--- src/rtl/banks_pea_sel_sequencer_pkg.sv ---
// rtl/banks_pea_sel_sequencer_pkg.sv - shared crossbar selector definitions
package xbar_pkg;

   localparam int DEF_N_PE_PER_GROUP     = 4;
   localparam int DEF_N_BANKS_PER_STREAM = 4;
   localparam int DEF_N_STEPS            = 8;
   localparam int DEF_CNT_W              = 16;

   localparam int LOG_N_BANKS_PER_STREAM = $clog2(DEF_N_BANKS_PER_STREAM);
   localparam int LOG_N_PE_PER_GROUP     = $clog2(DEF_N_PE_PER_GROUP);

   localparam int SEL_DP_W = DEF_N_PE_PER_GROUP * LOG_N_BANKS_PER_STREAM;
   localparam int SEL_PD_W = DEF_N_BANKS_PER_STREAM * LOG_N_PE_PER_GROUP;

   // One table entry: both selector vectors, dmem->pea in the upper bits
   typedef struct packed {
      logic [SEL_DP_W-1:0] dmem_pea;
      logic [SEL_PD_W-1:0] pea_dmem;
   } sel_entry_t;

   typedef enum logic [1:0] {
      SEQ_IDLE = 2'd0,
      SEQ_RUN  = 2'd1,
      SEQ_DONE = 2'd2
   } sel_seq_state_e;

endpackage

--- src/rtl/banks_pea_sel_sequencer_if.sv ---
// rtl/banks_pea_sel_sequencer_if.sv - config, run handshake and selector bundle
interface banks_pea_sel_sequencer_if #(
   parameter int N_PE_PER_GROUP     = 4,
   parameter int N_BANKS_PER_STREAM = 4,
   parameter int N_STEPS            = 8,
   parameter int CNT_W              = 16
);
   localparam int STEP_W = $clog2(N_STEPS);
   localparam int DP_W   = N_PE_PER_GROUP * $clog2(N_BANKS_PER_STREAM);
   localparam int PD_W   = N_BANKS_PER_STREAM * $clog2(N_PE_PER_GROUP);

   logic              cfg_we_i;
   logic [STEP_W-1:0] cfg_addr_i;
   logic [DP_W-1:0]   cfg_sel_dmem_pea_i;
   logic [PD_W-1:0]   cfg_sel_pea_dmem_i;
   logic [STEP_W:0]   cfg_len_i;
   logic [CNT_W-1:0]  cfg_iter_i;
   logic              start_i;
   logic              stall_i;
   logic              busy_o;
   logic              valid_o;
   logic [DP_W-1:0]   sel_dmem_pea_o;
   logic [PD_W-1:0]   sel_pea_dmem_o;
   logic              done_o;

   modport master (
      output cfg_we_i, cfg_addr_i, cfg_sel_dmem_pea_i, cfg_sel_pea_dmem_i,
             cfg_len_i, cfg_iter_i, start_i, stall_i,
      input  busy_o, valid_o, sel_dmem_pea_o, sel_pea_dmem_o, done_o
   );

   modport slave (
      input  cfg_we_i, cfg_addr_i, cfg_sel_dmem_pea_i, cfg_sel_pea_dmem_i,
             cfg_len_i, cfg_iter_i, start_i, stall_i,
      output busy_o, valid_o, sel_dmem_pea_o, sel_pea_dmem_o, done_o
   );

endinterface

--- src/rtl/banks_pea_sel_sequencer_table.sv ---
// rtl/banks_pea_sel_sequencer_table.sv - selector pattern table, one write port, async read
module sel_pattern_table #(
   parameter int DEPTH   = 8,
   parameter int ENTRY_W = 16,
   parameter int ADDR_W  = $clog2(DEPTH)
) (
   input  logic               clk_i,
   input  logic               rst_i,
   input  logic               we_i,
   input  logic [ADDR_W-1:0]  waddr_i,
   input  logic [ENTRY_W-1:0] wdata_i,
   input  logic [ADDR_W-1:0]  raddr_i,
   output logic [ENTRY_W-1:0] rdata_o
);

   logic [ENTRY_W-1:0] mem_q [DEPTH];

   // Reset clears every entry; otherwise a single write per cycle
   always_ff @(posedge clk_i or posedge rst_i) begin
      if (rst_i) begin
         for (int i = 0; i < DEPTH; i++) begin
            mem_q[i] <= '0;
         end
      end else if (we_i) begin
         mem_q[waddr_i] <= wdata_i;
      end
   end

   assign rdata_o = mem_q[raddr_i];

endmodule

--- src/rtl/banks_pea_sel_sequencer.sv ---
// rtl/banks_pea_sel_sequencer.sv - replays a selector table len x iter times per run
module banks_pea_sel_sequencer
   import xbar_pkg::*;
#(
   parameter int N_PE_PER_GROUP     = DEF_N_PE_PER_GROUP,
   parameter int N_BANKS_PER_STREAM = DEF_N_BANKS_PER_STREAM,
   parameter int N_STEPS            = DEF_N_STEPS,
   parameter int CNT_W              = DEF_CNT_W
) (
   input  logic                     clk_i,
   input  logic                     rst_i,
   banks_pea_sel_sequencer_if.slave bus
);

   localparam int STEP_W  = $clog2(N_STEPS);
   localparam int LEN_W   = STEP_W + 1;
   localparam int DP_W    = N_PE_PER_GROUP * $clog2(N_BANKS_PER_STREAM);
   localparam int PD_W    = N_BANKS_PER_STREAM * $clog2(N_PE_PER_GROUP);
   localparam int ENTRY_W = DP_W + PD_W;
   localparam logic [LEN_W-1:0] LEN_MAX = LEN_W'(N_STEPS);

   sel_seq_state_e     state_q;
   logic [STEP_W-1:0]  step_q;
   logic [STEP_W-1:0]  last_step_q;
   logic [CNT_W-1:0]   iter_q;
   logic [CNT_W-1:0]   iter_last_q;
   logic               busy_q;
   logic               valid_q;
   logic               done_q;
   logic [DP_W-1:0]    sel_dp_q;
   logic [PD_W-1:0]    sel_pd_q;

   logic [LEN_W-1:0]   len_d;
   logic               tbl_we;
   logic [ENTRY_W-1:0] rd_entry;

   // Table is only writable while idle; zero or oversize lengths mean a full table
   always_comb begin
      tbl_we = bus.cfg_we_i && (state_q == SEQ_IDLE);
      len_d  = bus.cfg_len_i;
      if (bus.cfg_len_i == '0 || bus.cfg_len_i > LEN_MAX) begin
         len_d = LEN_MAX;
      end
   end

   sel_pattern_table #(
      .DEPTH   (N_STEPS),
      .ENTRY_W (ENTRY_W)
   ) u_table (
      .clk_i   (clk_i),
      .rst_i   (rst_i),
      .we_i    (tbl_we),
      .waddr_i (bus.cfg_addr_i),
      .wdata_i ({bus.cfg_sel_dmem_pea_i, bus.cfg_sel_pea_dmem_i}),
      .raddr_i (step_q),
      .rdata_o (rd_entry)
   );

   // Run FSM: step/iteration counters and all registered outputs
   always_ff @(posedge clk_i or posedge rst_i) begin
      if (rst_i) begin
         state_q     <= SEQ_IDLE;
         step_q      <= '0;
         last_step_q <= '0;
         iter_q      <= '0;
         iter_last_q <= '0;
         busy_q      <= 1'b0;
         valid_q     <= 1'b0;
         done_q      <= 1'b0;
         sel_dp_q    <= '0;
         sel_pd_q    <= '0;
      end else begin
         valid_q <= 1'b0;
         done_q  <= 1'b0;
         unique case (state_q)
            SEQ_IDLE: begin
               if (bus.start_i) begin
                  step_q      <= '0;
                  iter_q      <= '0;
                  last_step_q <= STEP_W'(len_d - LEN_W'(1));
                  iter_last_q <= bus.cfg_iter_i - CNT_W'(1);
                  busy_q      <= 1'b1;
                  state_q     <= (bus.cfg_iter_i == '0) ? SEQ_DONE : SEQ_RUN;
               end
            end
            SEQ_RUN: begin
               if (!bus.stall_i) begin
                  sel_dp_q <= rd_entry[ENTRY_W-1 -: DP_W];
                  sel_pd_q <= rd_entry[PD_W-1:0];
                  valid_q  <= 1'b1;
                  if (step_q == last_step_q) begin
                     step_q <= '0;
                     iter_q <= iter_q + CNT_W'(1);
                     // iter_last_q is iter-1, so the compare never needs iter_q to reach 2^CNT_W
                     if (iter_q == iter_last_q) begin
                        state_q <= SEQ_DONE;
                     end
                  end else begin
                     step_q <= step_q + STEP_W'(1);
                  end
               end
            end
            SEQ_DONE: begin
               done_q  <= 1'b1;
               busy_q  <= 1'b0;
               state_q <= SEQ_IDLE;
            end
            default: begin
               busy_q  <= 1'b0;
               state_q <= SEQ_IDLE;
            end
         endcase
      end
   end

   assign bus.busy_o         = busy_q;
   assign bus.valid_o        = valid_q;
   assign bus.done_o         = done_q;
   assign bus.sel_dmem_pea_o = sel_dp_q;
   assign bus.sel_pea_dmem_o = sel_pd_q;

endmodule

--- src/flat_wrapper.sv ---
// flat-port wrapper written by rule: the top's interface ports become plain ports
module banks_pea_sel_sequencer_flat import xbar_pkg::*;
#(
   parameter int N_PE_PER_GROUP     = DEF_N_PE_PER_GROUP,
   parameter int N_BANKS_PER_STREAM = DEF_N_BANKS_PER_STREAM,
   parameter int N_STEPS            = DEF_N_STEPS,
   parameter int CNT_W              = DEF_CNT_W
)
  (clk_i, rst_i, bus_cfg_we_i, bus_cfg_addr_i, bus_cfg_sel_dmem_pea_i, bus_cfg_sel_pea_dmem_i, bus_cfg_len_i, bus_cfg_iter_i, bus_start_i, bus_stall_i, bus_busy_o, bus_valid_o, bus_sel_dmem_pea_o, bus_sel_pea_dmem_o, bus_done_o);
  banks_pea_sel_sequencer_if #(.N_PE_PER_GROUP(N_PE_PER_GROUP), .N_BANKS_PER_STREAM(N_BANKS_PER_STREAM), .N_STEPS(N_STEPS), .CNT_W(CNT_W)) bus_i ();
  input  logic clk_i;
  input  logic rst_i;
  input wire logic [$bits(bus_i.cfg_we_i)-1:0] bus_cfg_we_i;
  input wire logic [$bits(bus_i.cfg_addr_i)-1:0] bus_cfg_addr_i;
  input wire logic [$bits(bus_i.cfg_sel_dmem_pea_i)-1:0] bus_cfg_sel_dmem_pea_i;
  input wire logic [$bits(bus_i.cfg_sel_pea_dmem_i)-1:0] bus_cfg_sel_pea_dmem_i;
  input wire logic [$bits(bus_i.cfg_len_i)-1:0] bus_cfg_len_i;
  input wire logic [$bits(bus_i.cfg_iter_i)-1:0] bus_cfg_iter_i;
  input wire logic [$bits(bus_i.start_i)-1:0] bus_start_i;
  input wire logic [$bits(bus_i.stall_i)-1:0] bus_stall_i;
  output wire logic [$bits(bus_i.busy_o)-1:0] bus_busy_o;
  output wire logic [$bits(bus_i.valid_o)-1:0] bus_valid_o;
  output wire logic [$bits(bus_i.sel_dmem_pea_o)-1:0] bus_sel_dmem_pea_o;
  output wire logic [$bits(bus_i.sel_pea_dmem_o)-1:0] bus_sel_pea_dmem_o;
  output wire logic [$bits(bus_i.done_o)-1:0] bus_done_o;
  assign bus_i.cfg_we_i = bus_cfg_we_i;
  assign bus_i.cfg_addr_i = bus_cfg_addr_i;
  assign bus_i.cfg_sel_dmem_pea_i = bus_cfg_sel_dmem_pea_i;
  assign bus_i.cfg_sel_pea_dmem_i = bus_cfg_sel_pea_dmem_i;
  assign bus_i.cfg_len_i = bus_cfg_len_i;
  assign bus_i.cfg_iter_i = bus_cfg_iter_i;
  assign bus_i.start_i = bus_start_i;
  assign bus_i.stall_i = bus_stall_i;
  assign bus_busy_o = bus_i.busy_o;
  assign bus_valid_o = bus_i.valid_o;
  assign bus_sel_dmem_pea_o = bus_i.sel_dmem_pea_o;
  assign bus_sel_pea_dmem_o = bus_i.sel_pea_dmem_o;
  assign bus_done_o = bus_i.done_o;
  banks_pea_sel_sequencer #(.N_PE_PER_GROUP(N_PE_PER_GROUP), .N_BANKS_PER_STREAM(N_BANKS_PER_STREAM), .N_STEPS(N_STEPS), .CNT_W(CNT_W)) u_core (.clk_i(clk_i), .rst_i(rst_i), .bus(bus_i));
endmodule
--- config.mk ---
export PLATFORM = sky130hd
export DESIGN_NAME = banks_pea_sel_sequencer_flat
export DESIGN_NICKNAME = d
export VERILOG_FILES = /design/src/rtl/banks_pea_sel_sequencer_pkg.sv /design/src/rtl/banks_pea_sel_sequencer_if.sv /design/src/rtl/banks_pea_sel_sequencer_table.sv /design/src/rtl/banks_pea_sel_sequencer.sv /design/src/flat_wrapper.sv
export SDC_FILE = /design/constraint.sdc
export NUM_CORES = 1
export LEC_CHECK = 0
export ABC_AREA = 1
export BUFFER_PORTS_ARGS = -buffer_cell sky130_fd_sc_hd__buf_2
export CAP_MARGIN = 25
export CORE_MARGIN = 2
export CORE_UTILIZATION = 50
export CTS_CLUSTER_SIZE = 20
export DETAILED_ROUTE_END_ITERATION = 8
export PLACE_DENSITY = 0.71
export SLEW_MARGIN = 25
export SYNTH_ARGS = -nofsm -noshare
export SYNTH_HDL_FRONTEND = slang
export SYNTH_SLANG_ARGS = --single-unit
--- constraint.sdc ---
create_clock -name clk_i -period 6.1 [get_ports clk_i]
set_input_delay 1.22 -clock clk_i [delete_from_list [all_inputs] [get_ports clk_i]]
set_output_delay 1.22 -clock clk_i [all_outputs]
set_load 0.02 [all_outputs]
==> impl_metrics.env, run 1 <==
export IMPL_status="completed"
export IMPL_cap_viol_max_count=0
export IMPL_path_class="in -> reg"
export IMPL_post_cts_buffers=0
export IMPL_ant_nets=0
export IMPL_layout_min_cycle_time_ns=2.54
export IMPL_ys_ff_latch=187
export IMPL_routed_top_layer="met4"
export IMPL_mappedNetlistNets=1173
export IMPL_wl_um=22500
export IMPL_netlist_top_cells_count="280 x nand2_1, 208 x o21ai_0, 187 x dfrtp_1"
export IMPL_maxSlewHeadroom_pct=36.7
export IMPL_gp_congestion=0.804
export IMPL_antenna_cells=0
export IMPL_fin_nets=1205
export IMPL_powerDensity_mw_per_mm2=478
export IMPL_cts_sinks=187
export IMPL_drc=0
export IMPL_dp_hpwl_um=14600
export IMPL_wl_met3_um=1240
export IMPL_num_rows=49
export IMPL_dr_wl_met2_um=10200
export IMPL_synthCells=1124
export IMPL_skew_ns=0.0135
export IMPL_finalSetupTns_ns=0
export IMPL_fp_dieH_um=138
export IMPL_cp_top_family="simple AND/OR/NAND/NOR gates"
export IMPL_synth_edf_count=0
export IMPL_multi_input_area_mm2=0.00365
export IMPL_cts_buffers=17
export IMPL_grt_usage_pct=24.4
export IMPL_ios=63
export IMPL_synthArstFlopShare_pct=100
export IMPL_dominantRegCellSynth="dfrtp_1"
export IMPL_leakage_nw=4.77
export IMPL_holdBufCountCts=0
export IMPL_wl_met1_um=10400
export IMPL_fmax_mhz=393
export IMPL_rsz0062_at_grt="no"
export IMPL_hold_class="reg -> reg"
export IMPL_fin_hold_ws_ns=0.482
export IMPL_ctsResizeCount=0
export IMPL_initial_core_util_pct=50.5
export IMPL_synth_cell_types=31
export IMPL_via_count=7540
export IMPL_dieArea_mm2=0.0190
export IMPL_portBuffers=62
export IMPL_cts_root_buf="clkbuf_16"
export IMPL_grt_pass1_vias=7199
export IMPL_synth_top_cell_area_share_pct=52.1
export IMPL_cp_num_buf_inv=3
export IMPL_drive_gt1_share_pct=10.9
export IMPL_fillers=1686
export IMPL_synth_cell_area_mm2=0.00898
export IMPL_crit_slowest_cell="nor2_2"
export IMPL_avgViaCountPerCell=5.39
export IMPL_period_share_pct=41.7
export IMPL_ys_warn_count=0
export IMPL_cts_tree="built"
export IMPL_synth_area_leaders="dfrtp_1 52%, nand2_1 12%, o21ai_0 12%"
export IMPL_yosysSeqAreaShare_pct=52.1
export IMPL_antenna_found_initial=0
export IMPL_finalSetupViolations=0
export IMPL_h_tree_depth=4
export IMPL_grt_max_degree=188
export IMPL_clock_path_buffers=2
export IMPL_yosysMostFrequentCell="nand2_1"
export IMPL_slowest_delay_ns=0.52
export IMPL_max_vdd_ir_drop_mv=0.303
export IMPL_crit_path_cell_trace="buf_2 > nand2_1 > nor2_1 > inv_1 > nor2_2 > buf_4 > nand2_1 > o21ai_0"
export IMPL_drtIter0Drc=648
export IMPL_start_kind="input pin"
export IMPL_synth_top_cell_by_area="dfrtp_1"
export IMPL_grt_ovfl_total=0
export IMPL_crit_required_ns=6.44
export IMPL_worst_pin_slew_ns=0.949
export IMPL_slew_violations=0
export IMPL_crit_path_end_kind="flip-flop"
export IMPL_arrival_ns=2.89
export IMPL_synthToLayoutAreaGrowth_pct=11.9
export IMPL_coreArea_mm2=0.0178
export IMPL_die_x_um=138
export IMPL_critPathMaxFanout=20
export IMPL_grt_pass1_wl_um=37200
export IMPL_regArea_mm2=0.00468
export IMPL_clk_pin_slew_ns=0.07
export IMPL_hold_violations=0
export IMPL_clk_latency_ns=0.43
export IMPL_wire_per_inst_um=16.1
export IMPL_avgSynthCellArea_um2=7.99
export IMPL_first_pass_iters=5
export IMPL_timing_critical_path_mode_cell="nand2_1"
-- worst register-to-register path, stage by stage, from the launching register on --
cell	delay, ns
dfrtp_1	0.42
inv_2	0.07
nor2_2	0.46
inv_2	0.28
nor2_8	0.37
nor2_2	0.10
inv_4	0.13
nand2_8	0.09
inv_4	0.18
nand3_1	0.12
nor2_1	0.10
nor2_1	0.05
-- metal layers --
metal	up-vias	GRT usage, %
met4	0	10.3
met2	203	37.6
met1	3552	33.8
li1	3750	-
met3	35	5.02
met5	-	0
-- kinds of logic after synthesis --
kind of cell	after synthesis	synth area share, %
and+or+nand+nor	463	21.2
AOI/OAI and AO/OA	293	17.8
DFF	187	52.1
buffers and inverters	167	7.34
xor gates and xnor gates	9	0.878
adders and majority gates	5	0.697
-- stage by stage --
step / instance area (um2) / cells / util (%) / power, mW / worst slack [ns]
after floorplan: 8980 / 1124 / - / 3.26 / 2.47
after global placement: 9390 / 1363 / 52.8 / 3.66 / 3.08
after detailed placement: 9430 / 1365 / 53.1 / 3.72 / 3.00
after CTS: 10000 / 1397 / 56.3 / 4.82 / 3.45
after global routing: 10000 / 1398 / 56.5 / 5.19 / 3.31
final: 10000 / 1398 / 56.5 / 4.80 / 3.56
-- layout by cell type, fill, tap and decap left out, drive strengths merged --
cell type and count:
inv 116, o211ai 32, o21bai 1, o311ai 10, o31ai 1, or2 4, nand4 15, xnor2 4
clkbuf 18, o21ai 221, a21oi 23, clkinvlp 3, nor2 113, nand2 283, nand3b 1, xor2 5
buf 71, ha 5, clkinv 3, a31oi 5, dfrtp 187, nor3 7, nand3 40, bufinv 1
-- registers in the layout, indices dropped and copies added (netlist names) --
register	cells
u_core.bus.busy_o	1
u_core.step_q	3
u_core.iter_last_q	16
u_core.bus.valid_o	1
u_core.bus.sel_dmem_pea_o	8
u_core.state_q	2
u_core.bus.sel_pea_dmem_o	8
u_core.iter_q	16
u_core.bus.done_o	1
u_core.last_step_q	3
u_core.u_table.mem_q	128
-- path summary, 6_finish.rpt --
check,from,end,slack (ns),cells after the start
worst min-delay path,u_core.bus.busy_o$_DFFE_PP0P_,u_core.bus.busy_o$_DFFE_PP0P_,0.48,2
min in group asynchronous,rst_i,u_core.u_table.mem_q[43]$_DFFE_PP0P_,0.87,3
max in group asynchronous,rst_i,u_core.step_q[0]$_DFFE_PP0P_,4.33,4
worst max-delay path,bus_cfg_we_i,u_core.u_table.mem_q[76]$_DFFE_PP0P_,3.56,8
worst min register to register,u_core.bus.busy_o$_DFFE_PP0P_,u_core.bus.busy_o$_DFFE_PP0P_,0.48,2
worst max register to register,u_core.state_q[0]$_DFFE_PP0P_,u_core.iter_q[8]$_DFFE_PP0P_,3.60,11
-- report_power, final --
group	leakage, nW	switching (mW)	total (mW)	internal, mW
clock	0.281	0.507	1.09	0.581
sequential	2.35	0.294	2.09	1.79
combinational	2.14	1.08	1.63	0.549
total	4.77	1.88	4.80	2.92
-- cell type report --
cell class / count / share of cell area, %
Sequential cell: 187 / 46.6
Multi-Input combinational cell: 770 / 36.4
Clock buffer: 18 / 4.27
Timing Repair Buffer: 71 / 4.23
Inverter: 109 / 4.16
Tap cell: 229 / 2.85
Clock inverter: 14 / 1.52
Power figures use the tool's default switching activity.
==> run 2: changes to the inputs <==
--- a/config.mk
+++ b/config.mk
@@ -5,14 +5,14 @@
 export SDC_FILE = /design/constraint.sdc
 export NUM_CORES = 1
 export LEC_CHECK = 0
-export ABC_AREA = 1
+export ABC_AREA = 0
 export BUFFER_PORTS_ARGS = -buffer_cell sky130_fd_sc_hd__buf_2
 export CAP_MARGIN = 25
 export CORE_MARGIN = 2
 export CORE_UTILIZATION = 50
 export CTS_CLUSTER_SIZE = 20
 export DETAILED_ROUTE_END_ITERATION = 8
-export PLACE_DENSITY = 0.71
+export PLACE_DENSITY = 0.68
 export SLEW_MARGIN = 25
 export SYNTH_ARGS = -nofsm -noshare
 export SYNTH_HDL_FRONTEND = slang
==> constraint.sdc (replaced) <==
create_clock -name clk_i -period 2.7 [get_ports clk_i]
set_input_delay 0.54 -clock clk_i [delete_from_list [all_inputs] [get_ports clk_i]]
set_output_delay 0.54 -clock clk_i [all_outputs]
set_load 0.02 [all_outputs]
==> impl_metrics.env, run 2 <==
export IMPL_synth_top_cell_by_area="dfrtp_1"
export IMPL_start_kind="flip-flop"
export IMPL_wl_um=18500
export IMPL_clock_path_buffers=2
export IMPL_leakage_nw=4.43
export IMPL_grt_max_degree=56
export IMPL_cts_sinks=187
export IMPL_yosysMostFrequentCell="dfrtp_1"
export IMPL_gp_congestion=0.826
export IMPL_top_regs="u_core.u_table.mem_q x128, u_core.iter_last_q x16, u_core.iter_q x16"
export IMPL_final_cells=965
export IMPL_cts_root_buf="clkbuf_16"
export IMPL_finalSetupTns_ns=0
export IMPL_slew_violations=0
export IMPL_powerDensity_mw_per_mm2=1080
export IMPL_clk_latency_ns=0.42
export IMPL_wire_per_inst_um=19.2
export IMPL_fin_area_mm2=0.0100
export IMPL_p_seq_share_pct=43.7
export IMPL_hold_violations=0
export IMPL_ys_ff_latch=187
export IMPL_netlist_top_cells_count="187 x dfrtp_1, 128 x mux2_2, 45 x nand2_1"
export IMPL_fin_hold_ws_ns=0.210
export IMPL_dp_cells=932
export IMPL_coreArea_mm2=0.0172
export IMPL_skew_ns=0.0112
export IMPL_rsz0062_at_grt="no"
export IMPL_drc=0
export IMPL_grt_pass1_vias=5990
export IMPL_layout_commonest_cell="dfrtp_1"
export IMPL_fin_nets=775
export IMPL_synth_top_cell_area_share_pct=53.6
export IMPL_mappedNetlistNets=706
export IMPL_portBuffers=62
export IMPL_regMostFlops="u_core.u_table.mem_q"
export IMPL_dpl_cell_area_mm2=0.00939
export IMPL_final_cell_mix="186 x dfrtp_1, 128 x mux2_2, 62 x buf_2, 45 x nand2_1"
export IMPL_ant_nets=0
export IMPL_finalSetupViolations=0
export IMPL_grt_pass1_wl_um=30700
export IMPL_ys_warn_count=0
export IMPL_dieArea_mm2=0.0185
export IMPL_fillers=1405
export IMPL_post_cts_buffers=0
export IMPL_cap_viol_max_count=0
export IMPL_rrSetupSlack_ns=0.46
export IMPL_via_count=5453
export IMPL_cts_buffers=17
export IMPL_die_x_um=136
export IMPL_max_vdd_ir_drop_mv=0.617
export IMPL_synthArstFlopShare_pct=100
export IMPL_drive_gt1_share_pct=39.2
export IMPL_p_switching_mw=3.42
export IMPL_path_class="reg -> reg"
export IMPL_ctsResizeCount=0
export IMPL_dominantRegCellSynth="dfrtp_1"
export IMPL_yosysSeqAreaShare_pct=53.6
export IMPL_clock_power_share_pct=23.8
export IMPL_synthCells=657
export IMPL_status="completed"
export IMPL_ios=63
export IMPL_first_pass_iters=4
export IMPL_largest_register_ffs=128
export IMPL_worst_pin_slew_ns=0.700
export IMPL_synthToLayoutAreaGrowth_pct=14.7
export IMPL_dp_hpwl_um=12400
export IMPL_synth_area_leaders="dfrtp_1 54%, mux2_2 17%, mux4_2 8.3%"
export IMPL_synth_edf_count=0
export IMPL_period_share_pct=82.8
export IMPL_synth_cell_types=47
export IMPL_hold_class="in -> async"
export IMPL_grt_ovfl_total=0
export IMPL_fmax_mhz=447
export IMPL_fp_dieH_um=136
export IMPL_antenna_found_initial=1
export IMPL_clk_pin_slew_ns=0.07
export IMPL_crit_path_end_kind="flip-flop"
export IMPL_grt_usage_pct=21.6
export IMPL_sw_frac_of_total_pct=31.6
export IMPL_crit_required_ns=3.04
export IMPL_drtIter0Drc=221
export IMPL_p_int_mw=7.41
export IMPL_initial_core_util_pct=50.8
export IMPL_avgViaCountPerCell=5.65
export IMPL_maxSlewHeadroom_pct=53.3
export IMPL_synth_cell_area_mm2=0.00873
export IMPL_p_comb_share_pct=32.6
export IMPL_total_power_mw=10.8
export IMPL_avgSynthCellArea_um2=13.3
export IMPL_num_rows=48
export IMPL_arrival_ns=2.58
export IMPL_holdBufCountCts=0
export IMPL_critPathMaxFanout=10
export IMPL_h_tree_depth=4
export IMPL_cts_tree="built"
export IMPL_layout_min_cycle_time_ns=2.24
run 2: cell count changes after synthesis, moves of 32 or more:
cell	change
inv_1	-96
mux2_2	+128
mux4_2	+32
nand2_1	-235
nor2_1	-74
o211ai_1	-32
o21ai_0	-186
run 2: area by class of cell:
cell class	instances	area (um2)	area share (%)
Timing Repair Buffer	82	523	5.22
Multi-Input combinational cell	431	3880	38.7
Antenna cell	1	2.50	0.0250
Sequential cell	187	4680	46.8
Clock buffer	21	470	4.70
Tap cell	225	282	2.81
Clock inverter	11	146	1.46
Inverter	7	30.0	0.300
run 2: power by group through the flow:
stage / Clock [mW] / Combinational, mW / Sequential, mW
after global routing: 2.74 / 3.89 / 4.87
after CTS: 2.63 / 3.59 / 4.73
after global placement: 0 / 3.46 / 4.68
final: 2.57 / 3.53 / 4.73
after floorplan: 0 / 2.70 / 4.70
after detailed placement: 0 / 3.57 / 4.78
run 2: metrics by stage:
step	util, %	worst slack, ns
floorplan	-	-0.246
global placement	54.7	0.403
detailed placement	54.7	0.382
CTS	58.3	0.443
global route	58.3	0.341
finish	58.3	0.463
run 2: metal layers:
layer	track usage, %	vias to the layer above	wire length, um
li1	-	2527	-
met1	27.3	2793	8150
met2	36.9	106	9300
met3	5.11	27	723
met4	6.94	0	318
met5	0	-	0
run 2: final timing paths:
kind	end	depth (start not counted)	start
worst max register to register	u_core.iter_q[8]$_DFFE_PP0P_	5	u_core.state_q[0]$_DFFE_PP0P_
min in group clk_i	u_core.last_step_q[0]$_DFFE_PP0P_	2	bus_cfg_len_i[0]
worst max-delay path	u_core.iter_q[8]$_DFFE_PP0P_	5	u_core.state_q[0]$_DFFE_PP0P_
max in group asynchronous	u_core.bus.sel_dmem_pea_o[4]$_DFFE_PP0P_	3	rst_i
worst min-delay path	u_core.u_table.mem_q[82]$_DFFE_PP0P_	2	rst_i
worst min register to register	u_core.u_table.mem_q[51]$_DFFE_PP0P_	1	u_core.u_table.mem_q[51]$_DFFE_PP0P_
run 2: cells by family (layout without fill, tap and decap cells):
kind of cell | count (synthesis) | after routing | share of synthesized area (%)
AND/OR/NAND/NOR | 147 | 147 | 8.83
multiplexers | 176 | 176 | 26.6
adder cells (fa/ha/maj) | 5 | 5 | 0.717
AO/OA/AOI/OAI | 67 | 67 | 4.44
other | 0 | 1 | 0
XOR/XNOR | 36 | 36 | 3.78
flip-flops | 187 | 187 | 53.6
buffers and inverters | 39 | 121 | 2.03
run 2: critical path: stages (launching register included):
cell      delay (ns)
dfrtp_1         0.51
nand2b_4        0.24
a21boi_4        0.17
or3_1           0.50
or4_1           0.56
a21oi_1         0.19
==> run 3: changes to the inputs <==
--- a/config.mk
+++ b/config.mk
@@ -5,7 +5,7 @@
 export SDC_FILE = /design/constraint.sdc
 export NUM_CORES = 1
 export LEC_CHECK = 0
-export ABC_AREA = 0
+export ABC_AREA = 1
 export BUFFER_PORTS_ARGS = -buffer_cell sky130_fd_sc_hd__buf_2
 export CAP_MARGIN = 25
 export CORE_MARGIN = 2
==> constraint.sdc (replaced) <==
create_clock -name clk_i -period 2.24 [get_ports clk_i]
set_input_delay 0.448 -clock clk_i [delete_from_list [all_inputs] [get_ports clk_i]]
set_output_delay 0.448 -clock clk_i [all_outputs]
set_load 0.02 [all_outputs]
==> impl_metrics.env, run 3 (synthesized netlist as in run 1, its figures left out) <==
export IMPL_fin_hold_ws_ns=0.143
export IMPL_holdBufCountCts=0
export IMPL_grt_usage_pct=24.9
export IMPL_largest_register_ffs=128
export IMPL_portBuffers=62
export IMPL_finalSetupViolations=0
export IMPL_coreArea_mm2=0.0178
export IMPL_start_kind="flip-flop"
export IMPL_fin_nets=1219
export IMPL_max_vdd_ir_drop_mv=0.998
export IMPL_dp_hpwl_um=15100
export IMPL_slew_violations=0
export IMPL_cp_top_family="simple AND/OR/NAND/NOR gates"
export IMPL_final_cell_mix="280 x nand2_1, 208 x o21ai_0, 185 x dfrtp_1, 107 x nor2_1, 102 x inv_1"
export IMPL_critPathMaxFanout=32
export IMPL_fin_util_pct=57.4
export IMPL_startpoint="u_core.state_q[0]$_DFFE_PP0P_"
export IMPL_cp_num_buf_inv=2
export IMPL_crit_slowest_cell="dfrtp_1"
export IMPL_avgViaCountPerCell=5.38
export IMPL_crit_required_ns=2.59
export IMPL_ctsResizeCount=0
export IMPL_ios=63
export IMPL_h_tree_depth=4
export IMPL_fillers=1657
export IMPL_routed_top_layer="met4"
export IMPL_die_x_um=138
export IMPL_worst_pin_slew_ns=0.467
export IMPL_powerDensity_mw_per_mm2=1310
export IMPL_fp_dieH_um=138
export IMPL_layout_commonest_cell="nand2_1"
export IMPL_dieArea_mm2=0.0190
export IMPL_regMostFlops="u_core.u_table.mem_q"
export IMPL_crit_path_cell_trace="nor2_1 > nand2_1 > nor2_1 > inv_1 > nor2_2 > buf_4 > nand2_1 > o21ai_0"
export IMPL_clock_path_buffers=2
export IMPL_hold_violations=0
export IMPL_fin_area_mm2=0.0102
export IMPL_grt_pass1_wl_um=38300
export IMPL_path_class="reg -> reg"
export IMPL_antenna_cells=0
export IMPL_maxSlewHeadroom_pct=68.8
export IMPL_crit_path_end_kind="flip-flop"
export IMPL_clk_pin_slew_ns=0.07
export IMPL_drive_gt1_share_pct=11.7
export IMPL_skew_ns=0.00941
export IMPL_antenna_found_initial=0
export IMPL_grt_max_degree=83
export IMPL_dr_wl_met2_um=10700
export IMPL_cts_sinks=187
export IMPL_total_power_mw=13.4
export IMPL_wire_per_inst_um=16.2
export IMPL_wl_met1_um=10900
export IMPL_fmax_mhz=560
export IMPL_drtIter0Drc=702
export IMPL_r2r_start="u_core.state_q[0]$_DFFE_PP0P_"
export IMPL_cts_buffers=17
export IMPL_slowest_delay_ns=0.44
export IMPL_wl_um=22900
export IMPL_num_rows=49
export IMPL_via_count=7595
export IMPL_period_share_pct=79.7
export IMPL_ant_nets=0
export IMPL_layout_min_cycle_time_ns=1.79
export IMPL_synthToLayoutAreaGrowth_pct=13.6
export IMPL_post_cts_buffers=0
export IMPL_initial_core_util_pct=50.5
export IMPL_gp_congestion=0.841
export IMPL_grt_ovfl_total=0
export IMPL_cap_viol_max_count=0
export IMPL_drc=0
export IMPL_top_regs="u_core.u_table.mem_q x128, u_core.iter_last_q x16, u_core.iter_q x16"
export IMPL_status="completed"
export IMPL_grt_pass1_vias=7339
export IMPL_clk_latency_ns=0.44
export IMPL_first_pass_iters=5
export IMPL_leakage_nw=4.86
export IMPL_arrival_ns=2.14
export IMPL_hold_class="in -> async"
export IMPL_dpl_cell_area_mm2=0.00960
export IMPL_cts_tree="built"
export IMPL_wl_met3_um=1010
export IMPL_cts_root_buf="clkbuf_16"
export IMPL_rsz0062_at_grt="no"
## run 3: final timing paths
| check | cells past startpoint | endpoint | slack (ns) |
|---|---|---|---|
| worst min register to register | 2 | u_core.u_table.mem_q[16]$_DFFE_PP0P_ | 0.48 |
| max in group asynchronous | 3 | u_core.step_q[0]$_DFFE_PP0P_ | 1.63 |
| worst max-delay path | 8 | u_core.u_table.mem_q[40]$_DFFE_PP0P_ | 0.45 |
| min in group clk_i | 2 | u_core.iter_last_q[0]$_DFFE_PP0P_ | 0.24 |
| worst max register to register | 8 | u_core.u_table.mem_q[40]$_DFFE_PP0P_ | 0.45 |
| worst min-delay path | 3 | u_core.u_table.mem_q[75]$_DFFE_PP0P_ | 0.14 |
## run 3: where the power goes
group          leakage, nW  internal, mW  total (mW)  switching (mW)
Combinational         2.21          1.62        4.52            2.90
Clock                0.297          1.69        3.09            1.40
Sequential            2.35          4.88        5.74           0.852
## run 3: final cells by class
class	instances	area [um2]	share of cell area, %
clock buffers	17	425	4.17
flip-flops and latches	187	4680	45.9
multi-input cells	770	3640	35.7
repair buffers	85	571	5.59
inverters	109	418	4.10
clock inverters	15	178	1.74
well taps	229	287	2.81
## run 3: stage by stage
step | std cells | TNS (ns) | worst slack [ns]
after global routing | 1412 | 0 | 0.231
after detailed placement | 1380 | 0 | 0.328
after CTS | 1412 | 0 | 0.473
final | 1412 | 0 | 0.455
after floorplan | 1124 | -114.91 | -0.614
after global placement | 1380 | 0 | 0.409
## run 3: per-layer routing
layer,GRT usage [%],vias to the layer above
met5,0,-
met4,6.39,0
met3,4.85,21
met2,38.7,172
met1,36.3,3625
li1,-,3777
## run 3: worst register-to-register path: cells and delay by family, from the launching register on
kind	cells	cell delay, ns
DFF	1	0.44
and+or+nand+nor	5	0.76
AOI/OAI and AO/OA	1	0.09
buffers and inverters	2	0.41
